==> config.mk <==
export PLATFORM = sky130hd
export DESIGN_NAME = code_maker
export DESIGN_NICKNAME = d
export VERILOG_FILES = /design/src/rtl/code_maker.sv
export SDC_FILE = /design/constraint.sdc
export NUM_CORES = 1
export LEC_CHECK = 0
export BUFFER_PORTS_ARGS = -buffer_cell sky130_fd_sc_hd__buf_4
export CAP_MARGIN = 15
export CORE_ASPECT_RATIO = 0.75
export CORE_MARGIN = 8
export CORE_UTILIZATION = 50
export DETAILED_ROUTE_END_ITERATION = 10
export MAX_ROUTING_LAYER = met4
export PLACE_DENSITY = 0.71
export RECOVER_POWER = 50
export SLEW_MARGIN = 20
export SYNTH_ARGS = -nofsm -noshare
export SYNTH_HDL_FRONTEND = slang
export SYNTH_SLANG_ARGS = --single-unit
==> constraint.sdc <==
create_clock -name clk -period 14.3 [get_ports clk]
set_clock_uncertainty 0.1 [all_clocks]
set_input_delay 2.86 -clock clk [delete_from_list [all_inputs] [get_ports clk]]
set_output_delay 2.86 -clock clk [all_outputs]
set_load 0.005 [all_outputs]
==> src/rtl/code_maker.sv <==
// Code-maker side of the Mastermind datapath.
// Captures a 4-symbol secret from SW (one symbol per button press), publishes it
// on R1, then scores each accepted 12-bit guess sequentially: four cycles of
// positional compare followed by eight cycles of per-colour occurrence counting.
module code_maker (
   input  logic        clk,
   input  logic        reset,
   input  logic [2:0]  SW,
   input  logic        enterMaker,
   input  logic        new_round,
   input  logic [11:0] guess,
   input  logic        guess_valid,
   output logic [11:0] R1,
   output logic        code_ready,
   output logic        guess_ready,
   output logic        fb_valid,
   output logic [2:0]  exact,
   output logic [2:0]  partial,
   output logic        win
);

   typedef enum logic [2:0] {
      S_IDLE,
      S_ENTER,
      S_LOCKED,
      S_SCORE_EX,
      S_SCORE_COL,
      S_RESP,
      S_SOLVED
   } state_t;

   state_t      state_reg;
   logic [11:0] r1_reg;
   logic [11:0] guess_reg;
   logic        enter_sync_reg;
   logic        enter_prev_reg;
   logic [2:0]  entry_cnt_reg;
   logic [1:0]  pos_reg;
   logic [2:0]  col_reg;
   logic [2:0]  exact_acc_reg;
   logic [2:0]  sum_reg;
   logic [2:0]  exact_reg;
   logic [2:0]  partial_reg;
   logic        code_ready_reg;
   logic        guess_ready_reg;
   logic        fb_valid_reg;
   logic        win_reg;

   // Combinational helpers for scoring
   logic        enter_rise;
   logic [2:0]  code_sym  [0:3];
   logic [2:0]  guess_sym [0:3];
   logic [3:0]  pos_eq;
   logic [3:0]  code_hit;
   logic [3:0]  guess_hit;
   logic [2:0]  code_cnt;
   logic [2:0]  guess_cnt;
   logic [2:0]  col_min;
   logic [2:0]  sum_next;
   logic        pos_match;

   assign enter_rise = enter_sync_reg & ~enter_prev_reg;

   // Split code and captured guess into symbols; symbol i lives at bits [3i+2:3i]
   generate
      for (genvar gi = 0; gi < 4; gi++) begin : g_sym
         assign code_sym[gi]  = r1_reg[3*gi +: 3];
         assign guess_sym[gi] = guess_reg[3*gi +: 3];
         assign pos_eq[gi]    = (code_sym[gi] == guess_sym[gi]);
         assign code_hit[gi]  = (code_sym[gi] == col_reg);
         assign guess_hit[gi] = (guess_sym[gi] == col_reg);
      end
   endgenerate

   assign pos_match = pos_eq[pos_reg];
   assign code_cnt  = {2'b00, code_hit[0]}  + {2'b00, code_hit[1]}
                    + {2'b00, code_hit[2]}  + {2'b00, code_hit[3]};
   assign guess_cnt = {2'b00, guess_hit[0]} + {2'b00, guess_hit[1]}
                    + {2'b00, guess_hit[2]} + {2'b00, guess_hit[3]};
   // Colour-correct hits for this colour are bounded by the scarcer side
   assign col_min   = (code_cnt < guess_cnt) ? code_cnt : guess_cnt;
   assign sum_next  = sum_reg + col_min;

   // Button level sampling for rising-edge detection
   always_ff @(posedge clk or negedge reset) begin
      if (!reset) begin
         enter_sync_reg <= 1'b0;
         enter_prev_reg <= 1'b0;
      end else begin
         enter_sync_reg <= enterMaker;
         enter_prev_reg <= enter_sync_reg;
      end
   end

   // Main controller: entry, lock, sequential scoring and response with registered outputs
   always_ff @(posedge clk or negedge reset) begin
      if (!reset) begin
         state_reg       <= S_IDLE;
         r1_reg          <= 12'd0;
         guess_reg       <= 12'd0;
         entry_cnt_reg   <= 3'd0;
         pos_reg         <= 2'd0;
         col_reg         <= 3'd0;
         exact_acc_reg   <= 3'd0;
         sum_reg         <= 3'd0;
         exact_reg       <= 3'd0;
         partial_reg     <= 3'd0;
         code_ready_reg  <= 1'b0;
         guess_ready_reg <= 1'b0;
         fb_valid_reg    <= 1'b0;
         win_reg         <= 1'b0;
      end else if (new_round) begin
         // A new round wins over everything else arriving in the same cycle
         state_reg       <= S_IDLE;
         r1_reg          <= 12'd0;
         entry_cnt_reg   <= 3'd0;
         pos_reg         <= 2'd0;
         col_reg         <= 3'd0;
         exact_acc_reg   <= 3'd0;
         sum_reg         <= 3'd0;
         exact_reg       <= 3'd0;
         partial_reg     <= 3'd0;
         code_ready_reg  <= 1'b0;
         guess_ready_reg <= 1'b0;
         fb_valid_reg    <= 1'b0;
         win_reg         <= 1'b0;
      end else begin
         case (state_reg)
            S_IDLE: begin
               if (enter_rise) begin
                  r1_reg        <= {r1_reg[8:0], SW};
                  entry_cnt_reg <= 3'd1;
                  state_reg     <= S_ENTER;
               end
            end

            S_ENTER: begin
               if (enter_rise) begin
                  r1_reg        <= {r1_reg[8:0], SW};
                  entry_cnt_reg <= entry_cnt_reg + 3'd1;
                  if (entry_cnt_reg == 3'd3) begin
                     code_ready_reg  <= 1'b1;
                     guess_ready_reg <= 1'b1;
                     state_reg       <= S_LOCKED;
                  end
               end
            end

            S_LOCKED: begin
               // Button presses are ignored once the code is locked
               if (guess_valid) begin
                  guess_reg       <= guess;
                  exact_acc_reg   <= 3'd0;
                  sum_reg         <= 3'd0;
                  pos_reg         <= 2'd0;
                  col_reg         <= 3'd0;
                  guess_ready_reg <= 1'b0;
                  state_reg       <= S_SCORE_EX;
               end
            end

            S_SCORE_EX: begin
               if (pos_match) begin
                  exact_acc_reg <= exact_acc_reg + 3'd1;
               end
               pos_reg <= pos_reg + 2'd1;
               if (pos_reg == 2'd3) begin
                  state_reg <= S_SCORE_COL;
               end
            end

            S_SCORE_COL: begin
               sum_reg <= sum_next;
               col_reg <= col_reg + 3'd1;
               if (col_reg == 3'd7) begin
                  // Total colour hits include the exact ones; remove them for partial
                  exact_reg    <= exact_acc_reg;
                  partial_reg  <= sum_next - exact_acc_reg;
                  fb_valid_reg <= 1'b1;
                  state_reg    <= S_RESP;
               end
            end

            S_RESP: begin
               fb_valid_reg <= 1'b0;
               if (exact_reg == 3'd4) begin
                  win_reg   <= 1'b1;
                  state_reg <= S_SOLVED;
               end else begin
                  guess_ready_reg <= 1'b1;
                  state_reg       <= S_LOCKED;
               end
            end

            S_SOLVED: begin
               state_reg <= S_SOLVED;
            end

            default: begin
               state_reg <= S_IDLE;
            end
         endcase
      end
   end

   assign R1          = r1_reg;
   assign code_ready  = code_ready_reg;
   assign guess_ready = guess_ready_reg;
   assign fb_valid    = fb_valid_reg;
   assign exact       = exact_reg;
   assign partial     = partial_reg;
   assign win         = win_reg;

endmodule

# Word level (Yosys, flattened, before mapping)
# Index checks and enable logic that the tools add are counted.
[totals] ff_bits=53 out_inout_bits=22 elab_cells=139
[op_classes] n_addsub=12 n_lt_le_gt_ge=2 eq_ne=30 muxes=49 n_bitwise=3 n_reduce_logical=27
[ops] op="3-bit 2-to-1 mux" count=22
[ops] op="3-bit equality test" count=12
[ops] op="12-bit 2-to-1 mux" count=3
[ops] op="3-bit != test, second input constant" count=8
[ops] op="3-bit case mux with 2 select lines" count=4
[ops] op="3-bit case mux with 7 select lines" count=1
[ops] op="2-bit nonzero test" count=8
[ops] op="3-bit equality test, second input constant" count=5
[ops] op="1-bit 2-to-1 mux" count=13
[ops] op="2-bit AND reduction" count=6
[ops] op="3-bit AND reduction" count=4
[ops] op="3-bit nonzero test" count=4
[ops] op="3-bit by 1-bit adder with 3-bit output, second input constant" count=3
[ops] op="3-bit by 2-bit equality test with 1-bit output, second input constant" count=3
[ops] op="2-bit by 1-bit adder with 3-bit output" count=2
[ops] op="3-bit by 1-bit adder with 3-bit output" count=2
[ops] op="6-bit AND reduction" count=1
[ops] op="5-bit AND reduction" count=1
[ops] op="1-bit by 1-bit adder with 2-bit output" count=2
[ops] op="2-bit 2-to-1 mux" count=2
[ops] op="2-bit case mux with 2 select lines" count=1
[ops] op="4-bit nonzero test" count=1
[ops] op="3-bit adder" count=1
[ops] op="3-bit by 1-bit equality test with 1-bit output, second input constant" count=1
[ops] op="12 further kinds" count=13

# Longest topological paths before layout
# Gate-level depths: netlist (run 1).
[depth] ltp_word=11 depth_mapped=18 ltp_nobuf=17

# Worst setup path after synthesis (run 1)
# Ideal clock, no wire load.
[synth_path] path_kind="flip-flop to flip-flop" start="register col_reg[0]" end="register partial_reg[2], in the netlist partial[2]" setup_time_ns=0.134 arrival_time_ns=4.478 required_time_ns=14.066 slack_ns=9.589 stages_incl_launch_ff=19 n_path_buf=1 path_cell_list="dfrtp_1 clkbuf_1 xnor2_1 nand3_1 fa_1 inv_1 ha_1 ha_1 ha_1 a21o_1 a21oi_1 mux2_1 ha_1 fa_1 inv_1 fa_1 xnor2_1 xnor2_1 o21ai_1"
[synth_via] elab_chain_cells=11 elab_cells_between_ends=24 cone_classes="add/sub (8); order compare (1); eq/ne (9); mux (4); reduce/logical (2)"
[synth_rtl] item="start, declared" line_no="39" text="logic [2:0] col_reg;"
[synth_rtl] item="start signal, assigned" line_no="174" text="col_reg <= col_reg + 3'd1;"
[synth_rtl] item="3-bit equality test, on equally long branches" line_no="70, 71"
[synth_rtl] item="1-bit by 1-bit adder with 2-bit output, on equally long branches" line_no="76, 78"
[synth_rtl] item="2-bit by 1-bit adder with 3-bit output, on equally long branches" line_no="77, 79"
[synth_rtl] item="3-bit by 1-bit adder with 3-bit output, on equally long branches" line_no="77, 79"
[synth_rtl] item="3-bit less-than comparator" line_no="81" text="assign col_min = (code_cnt < guess_cnt) ? code_cnt : guess_cnt;"
[synth_rtl] item="3-bit 2-to-1 mux" line_no="81"
[synth_rtl] item="3-bit adder" line_no="82" text="assign sum_next = sum_reg + col_min;"
[synth_rtl] item="3-bit subtractor" line_no="178" text="partial_reg <= sum_next - exact_acc_reg;"
[synth_rtl] item="3-bit 2-to-1 mux" line_no="175" text="if (col_reg == 3'd7) begin"
[synth_rtl] item="3-bit 2-to-1 mux" line_no="128" text="case (state_reg)"
[synth_rtl] item="3-bit 2-to-1 mux" line_no="112" text="end else if (new_round) begin"
[synth_rtl] item="end signal, assigned" line_no="178"
[synth_rtl] item="end, declared" line_no="43" text="logic [2:0] partial_reg;"
# Parallel ways exist; a longest one is shown, timed or not. The select of a mux whose other input is x is not followed.
# A chain may end at the register's enable or synchronous reset.

==> results of run 1 <==
final cells by class:
cell class                      count  share of cell area
Multi-Input combinational cell    230              0.4619
Sequential cell                    53              0.3755
Timing Repair Buffer               42             0.08714
Tap cell                           78             0.02763
Clock buffer                        6             0.02338
Inverter                           12             0.01275
Clock inverter                      2             0.01169
worst paths after layout:
path | from | end | slack, ns | depth (start not counted)
worst max-delay path | reset | entry_cnt_reg[0] | 9.11 | 1
worst min-delay path | enter_sync_reg | enter_prev_reg | 0.28 | 0
worst max register to register | col_reg[0] | partial[2] | 9.45 | 17
worst min register to register | enter_sync_reg | enter_prev_reg | 0.28 | 0
max in group clk | new_round | state_reg[0] | 9.31 | 6
min in group asynchronous | reset | exact[0] | 3.36 | 1
power by group through the flow:
stage | combinational, mW | sequential [mW] | clock, mW
after CTS | 0.211 | 0.213 | 0.113
after global routing | 0.242 | 0.219 | 0.118
after detailed placement | 0.209 | 0.216 | 0
after floorplan | 0.172 | 0.197 | 0
final | 0.209 | 0.214 | 0.111
after global placement | 0.201 | 0.216 | 0
per-stage QoR:
step	std cells	setup WS [ns]	power, mW	hold slack [ns]
after detailed placement	415	9.442	0.4252	0.2635
after global routing	423	8.626	0.5784	0.3082
after global placement	415	9.591	0.4170	0.2541
final	423	9.110	0.5336	0.2819
after CTS	423	9.422	0.5376	0.2877
after floorplan	309	9.589	0.3691	0.2465
layout by cell type (no fill, tap or decap), types with 9 or more instances in the layout:
cell type	synthesis	final
sky130_fd_sc_hd__xor2_1	24	24
sky130_fd_sc_hd__dfrtp_1	53	53
sky130_fd_sc_hd__xnor2_1	16	16
sky130_fd_sc_hd__ha_1	15	15
sky130_fd_sc_hd__a21oi_1	21	21
sky130_fd_sc_hd__nand2_1	42	42
sky130_fd_sc_hd__nor3_1	9	9
sky130_fd_sc_hd__nor2_1	15	15
sky130_fd_sc_hd__inv_1	11	11
sky130_fd_sc_hd__o21ai_1	11	11
sky130_fd_sc_hd__mux2_1	14	14
sky130_fd_sc_hd__buf_4	0	39
logic make-up (layout without fill, tap and decap cells):
kind of cell | Yosys count | after routing | share of synthesized area
and+or+nand+nor | 93 | 93 | 0.1492
AOI/OAI and AO/OA | 63 | 63 | 0.1271
xor gates and xnor gates | 40 | 40 | 0.1144
DFF | 53 | 53 | 0.4332
muxes | 15 | 15 | 0.05476
adders and majority gates | 19 | 19 | 0.08746
buffers and inverters | 26 | 62 | 0.03392
layer usage:
| metal | wire [µm] | up-vias | global-route usage | part of all wire |
|---|---|---|---|---|
| met5 | 0 | - | - | 0 |
| met4 | 32 | 0 | 0.03567 | 0.0046 |
| met3 | 283 | 4 | 0.03318 | 0.041 |
| met2 | 2937 | 55 | 0.2251 | 0.42 |
| met1 | 3705 | 1137 | 0.2477 | 0.53 |
| li1 | - | 1142 | - | - |
==> results.py, run 1 <==
metrics = {
    "setup_path": {
        "cpMaxStageDelayCell": "sky130_fd_sc_hd__clkbuf_1",
        "worst_setup_path_class": "input pin to asynchronous set/reset pin",
        "crit_path_leading_delay_family": "buffers and inverters",
        "cp-start-kind": "input pin",
        "cp.required_ns": 14.00,
        "cp.buffers_inverters": 1,
        "crit_path_capture_type": "asynchronous set/reset pin",
        "worst_ep_arrival_time_ns": 4.90,
        "critical_path_cell_sequence": "clkbuf_1",
        "largest_stage_delay_worst_path_ns": 1.99,
        "timing.critical_path.fanout_max": 53,
    },
    "clock_network": {
        "ctsResizeCount": 0,
        "cts_inserted_buffers": 5,
        "post_cts_buffers": 0,
        "cts_hold_repair.buffers": 0,
        "clock_latency_ns": 0.31,
        "clock_tree.root_cell": "sky130_fd_sc_hd__clkbuf_8",
        "clock_tree.buffer_depth": 2,
        "tritoncts": "yes",
        "clk_pin_slew_worst_paths_ns": 0.10,
        "htreeDepth": 2,
        "number_of_clock_sinks": 53,
    },
    "logic_synthesis": {
        "netlist_area_pre_place_mm2": 0.003062,
        "synth.most_common_cell": "sky130_fd_sc_hd__dfrtp_1",
        "synth-seq-cells": 53,
        "seq_area_frac_synth": 0.4332,
        "synth_nets": 348,
        "synth_enable_flop_cells": 0,
        "synth-async-reset-ratio": 1.000,
        "ys_top_cells_by_count": "sky130_fd_sc_hd__dfrtp_1 (53), sky130_fd_sc_hd__nand2_1 (42), sky130_fd_sc_hd__xor2_1 (24)",
        "netlist.top_cell.by_area": "sky130_fd_sc_hd__dfrtp_1",
        "synth-main-ff-cell": "sky130_fd_sc_hd__dfrtp_1",
        "synth_cell_type_count": 45,
        "top_cells_by_area_in_the_synthesized_netlist": "sky130_fd_sc_hd__dfrtp_1 (43%), sky130_fd_sc_hd__xor2_1 (6.9%), sky130_fd_sc_hd__ha_1 (6.1%)",
        "syn-mean-instance-area_um2": 9.908,
        "synth_cells": 309,
        "synth.top_cell.area_share": 0.4332,
        "ys_warn_count": 0,
    },
    "timing": {
        "final_period_minus_worst_setup_slack_ns": 5.190,
        "hold_violations": 0,
        "period_share": 0.3630,
        "max_clock_freq_ghz": 0.1927,
        "worst-slew-pin-transition_ns": 2.875,
        "slew_hr": -0.9169,
        "setup_tns_ns": 0,
        "setup_violations": 0,
        "final_max_slew_viol_count": 92,
        "grt_setup_unrepaired": "false",
    },
    "cells_and_area": {
        "final_nets": 383,
        "seq_area_mm2": 0.001326,
        "layout-drive-gt1-share": 0.1478,
        "multi_input_area_mm2": 0.001632,
        "fillers": 512,
        "post-route-util": 0.6032,
        "antenna_cells": 0,
        "area_growth_syn_to_layout_pct": 15.37,
        "final_design_area_no_fill_mm2": 0.003532,
    },
    "pwr": {
        "power.share.sequential": 0.400,
        "powerDensity_mw_per_mm2": 151.1,
        "power.net_switching_mw": 0.2041,
        "power.share.combinational": 0.391,
        "switching_share": 0.3824,
        "internal_power_mw": 0.3296,
        "power.share.clock": 0.209,
        "power.leakage_nw": 1.679,
        "vdd.ir_drop.worst_v": 0.00006295,
    },
    "grt": {
        "initial_antenna_violation_count": 0,
        "groute.usage.overall": 0.1667,
        "grt_start_max_net_pins": 54,
        "grt_pass1_wl_um": 11900,
        "global_route.overflow_total": 0,
        "vias_in_the_first_global_route": 2366,
    },
    "routing": {
        "postRouteWirelength_um": 6959,
        "final_antenna_net_count": 0,
        "remaining_drc_errors": 0,
        "drt-vias-per-instance": 5.527,
        "average_wire_length_per_cell_after_detail_routing_um": 16.45,
        "via_count": 2338,
        "first_iteration_detailed_routing_drc_count": 114,
        "drt_pass1_iterations": 4,
    },
    "place": {
        "placement.cell_area_mm2": 0.003416,
        "place_congestion": 0.8420,
        "dpl_hpwl_um": 5101,
        "placement.io_buffers": 41,
    },
    "die": {
        "dieArea_mm2": 0.008909,
        "rows": 24,
        "num_io_pins": 42,
        "die_height_um": 83.77,
        "die_width_um": 106.4,
        "core_mm2": 0.005856,
        "initial_utilization": 0.5229,
    },
    "flow_run": {
        "cap_viol_max_count": 2,
    },
    "worst_hold_path": {
        "worst_hold_path_type": "register to register",
    },
    "run_status": {
        "status": "complete, but fails checks",
        "failed_checks": "max-capacitance violations, max-slew violations",
    },
}
Note: power is estimated with default switching activity, not from simulation.
==> run 2: changes to the inputs <==
--- a/config.mk
+++ b/config.mk
@@ -5,6 +5,7 @@
 export SDC_FILE = /design/constraint.sdc
 export NUM_CORES = 1
 export LEC_CHECK = 0
+export ABC_AREA = 1
 export BUFFER_PORTS_ARGS = -buffer_cell sky130_fd_sc_hd__buf_4
 export CAP_MARGIN = 15
 export CORE_ASPECT_RATIO = 0.75
==> constraint.sdc (replaced) <==
create_clock -name clk -period 4.9 [get_ports clk]
set_clock_uncertainty 0.1 [all_clocks]
set_input_delay 0.98 -clock clk [delete_from_list [all_inputs] [get_ports clk]]
set_output_delay 0.98 -clock clk [all_outputs]
set_load 0.005 [all_outputs]
==> results.py, run 2 <==
metrics = {
    "run_status": {
        "status": "complete, but fails checks",
        "failed_checks": "max-capacitance violations, max-slew violations",
    },
    "routing": {
        "detailroute.wirelength.met3_um": 401,
        "remaining_drc_errors": 0,
        "average_wire_length_per_cell_after_detail_routing_um": 14.47,
        "drt-vias-per-instance": 5.101,
        "first_iteration_detailed_routing_drc_count": 126,
        "postRouteWirelength_um": 7148,
        "via_count": 2520,
        "top_layer": "met4",
        "final_antenna_net_count": 0,
        "wl_met1_um": 3334,
        "dr_wl_met2_um": 3353,
        "drt_pass1_iterations": 4,
    },
    "cells_and_area": {
        "post-route-util": 0.5807,
        "final_design_area_no_fill_mm2": 0.003578,
        "final_nets": 451,
        "final_common_cell": "sky130_fd_sc_hd__nand2_1",
        "layout-drive-gt1-share": 0.1477,
        "mostFrequentLayoutCells": "sky130_fd_sc_hd__nand2_1 (66), sky130_fd_sc_hd__dfrtp_1 (53), sky130_fd_sc_hd__inv_1 (51), sky130_fd_sc_hd__buf_4 (38), sky130_fd_sc_hd__nor2_1 (33)",
        "antenna_cells": 0,
        "area_growth_syn_to_layout_pct": 14.54,
    },
    "clock_network": {
        "clock_tree.buffer_depth": 2,
        "ctsResizeCount": 0,
        "post_cts_buffers": 0,
        "cts_inserted_buffers": 5,
        "clock_latency_ns": 0.31,
        "htreeDepth": 2,
        "cts_hold_repair.buffers": 0,
        "tritoncts": "yes",
        "number_of_clock_sinks": 53,
        "clk_pin_slew_worst_paths_ns": 0.09,
        "clock_tree.root_cell": "sky130_fd_sc_hd__clkbuf_8",
    },
    "logic_synthesis": {
        "synth_cell_type_count": 34,
        "seq_area_frac_synth": 0.4245,
        "synth-seq-cells": 53,
        "synth-main-ff-cell": "sky130_fd_sc_hd__dfrtp_1",
        "top_cells_by_area_in_the_synthesized_netlist": "sky130_fd_sc_hd__dfrtp_1 (42%), sky130_fd_sc_hd__nand2_1 (7.9%), sky130_fd_sc_hd__inv_1 (6.1%)",
        "netlist.top_cell.by_area": "sky130_fd_sc_hd__dfrtp_1",
        "synth.most_common_cell": "sky130_fd_sc_hd__nand2_1",
        "synth-async-reset-ratio": 1.000,
        "synth_nets": 413,
        "ys_warn_count": 0,
        "syn-mean-instance-area_um2": 8.354,
        "synth_cells": 374,
        "netlist_area_pre_place_mm2": 0.003124,
        "synth_enable_flop_cells": 0,
        "synth.top_cell.area_share": 0.4245,
        "ys_top_cells_by_count": "sky130_fd_sc_hd__nand2_1 (66), sky130_fd_sc_hd__dfrtp_1 (53), sky130_fd_sc_hd__inv_1 (51)",
    },
    "die": {
        "num_io_pins": 42,
        "die_height_um": 84.46,
        "dieArea_mm2": 0.009060,
        "die_width_um": 107.3,
        "core_mm2": 0.006162,
        "initial_utilization": 0.5070,
        "rows": 25,
    },
    "setup_path": {
        "worst_ep_arrival_time_ns": 4.62,
        "crit_path_capture_type": "register",
        "worst_setup_path_class": "register to register",
        "timing.critical_path.fanout_max": 10,
        "worst-r2r-setup-slack_ns": 0.35,
        "cp.required_ns": 4.97,
        "rr_worst_depth": 19,
        "cp-start-kind": "register",
    },
    "timing": {
        "hold_violations": 0,
        "final_max_slew_viol_count": 54,
        "max_clock_freq_ghz": 0.2197,
        "worst_hold_slack_ns": 0.2807,
        "grt_setup_unrepaired": "false",
        "final_period_minus_worst_setup_slack_ns": 4.551,
        "setup_tns_ns": 0,
        "period_share": 0.9288,
        "setup_violations": 0,
        "slew_hr": -0.8856,
        "worst-slew-pin-transition_ns": 2.828,
    },
    "grt": {
        "groute.usage.overall": 0.1712,
        "initial_antenna_violation_count": 0,
        "grt_pass1_wl_um": 12430,
        "vias_in_the_first_global_route": 2620,
        "global_route.overflow_total": 0,
        "grt_start_max_net_pins": 54,
    },
    "place": {
        "placement.cell_area_mm2": 0.003483,
        "place_congestion": 0.9097,
        "dpl_hpwl_um": 5315,
        "placement.io_buffers": 41,
    },
    "worst_hold_path": {
        "hold_depth": 0,
        "worst_hold_path_type": "register to register",
    },
    "pwr": {
        "power.leakage_nw": 1.801,
        "vdd.ir_drop.worst_v": 0.0002247,
        "powerDensity_mw_per_mm2": 433.5,
    },
    "flow_run": {
        "cap_viol_max_count": 1,
    },
}
## run 2: critical path, stage by stage (launching register included)
cell and delay, ns:
sky130_fd_sc_hd__dfrtp_1 0.57, sky130_fd_sc_hd__xor2_1 0.24, sky130_fd_sc_hd__nor3_1 0.31, sky130_fd_sc_hd__fa_1 0.46
sky130_fd_sc_hd__ha_1 0.22, sky130_fd_sc_hd__ha_1 0.27, sky130_fd_sc_hd__inv_1 0.04, sky130_fd_sc_hd__ha_1 0.27
sky130_fd_sc_hd__o211ai_1 0.09, sky130_fd_sc_hd__nand2_1 0.12, sky130_fd_sc_hd__nor2_1 0.11, sky130_fd_sc_hd__a21oi_1 0.05
sky130_fd_sc_hd__ha_1 0.19, sky130_fd_sc_hd__fa_1 0.48, sky130_fd_sc_hd__inv_1 0.06, sky130_fd_sc_hd__fa_1 0.40
sky130_fd_sc_hd__xnor2_1 0.18, sky130_fd_sc_hd__a21oi_1 0.08, sky130_fd_sc_hd__o21ai_0 0.08, sky130_fd_sc_hd__o21ai_0 0.10
## run 2: path summary, 6_finish.rpt
path                                      from             end
worst max-delay path                col_reg[2]      partial[2]
max in group asynchronous                reset     guess_ready
worst min-delay path            enter_sync_reg  enter_prev_reg
worst max register to register      col_reg[2]      partial[2]
min in group asynchronous                reset    guess_reg[6]
worst min register to register  enter_sync_reg  enter_prev_reg
## run 2: metrics by stage
stage                     std cells  setup WS [ns]  total power [mW]
after floorplan                 374         0.6879             1.074
after global placement          486         0.5174             1.230
after detailed placement        486         0.3751             1.253
after CTS                       494         0.3628             1.573
after global routing            494        0.03330             1.700
final                           494         0.3490             1.551
## run 2: cell families (layout without fill, tap and decap cells)
logic type / after synthesis / count (layout) / share of synthesized area
AO/OA/AOI/OAI: 60 / 60 / 0.1061
XOR/XNOR: 27 / 27 / 0.07569
adder cells (fa/ha/maj): 19 / 19 / 0.08570
buffers and inverters: 64 / 103 / 0.08170
flip-flops: 53 / 53 / 0.4245
multiplexers: 4 / 4 / 0.01402
AND/OR/NAND/NOR: 147 / 147 / 0.2123
## run 2: where the power goes
| group | total [mW] | internal (mW) | leakage, nW | switching, mW |
|---|---|---|---|---|
| sequential | 0.618 | 0.518 | 0.689 | 0.100 |
| combinational | 0.625 | 0.259 | 1.05 | 0.367 |
| clock | 0.308 | 0.167 | 0.0585 | 0.141 |
## run 2: layout make-up
cell class,instances,area [µm²]
clock inverter,1,30.03
multi-input combinational,257,1530
fill,576,2584
tap,81,101.3
timing repair buffer,41,300.3
inverter,54,203.9
sequential,53,1326
clock buffer,7,86.33
## run 2: routing by layer
layer / track usage / up-vias
met5: - / -
met4: 0.04841 / 0
met3: 0.04055 / 4
met2: 0.2665 / 51
met1: 0.2166 / 1192
li1: - / 1273
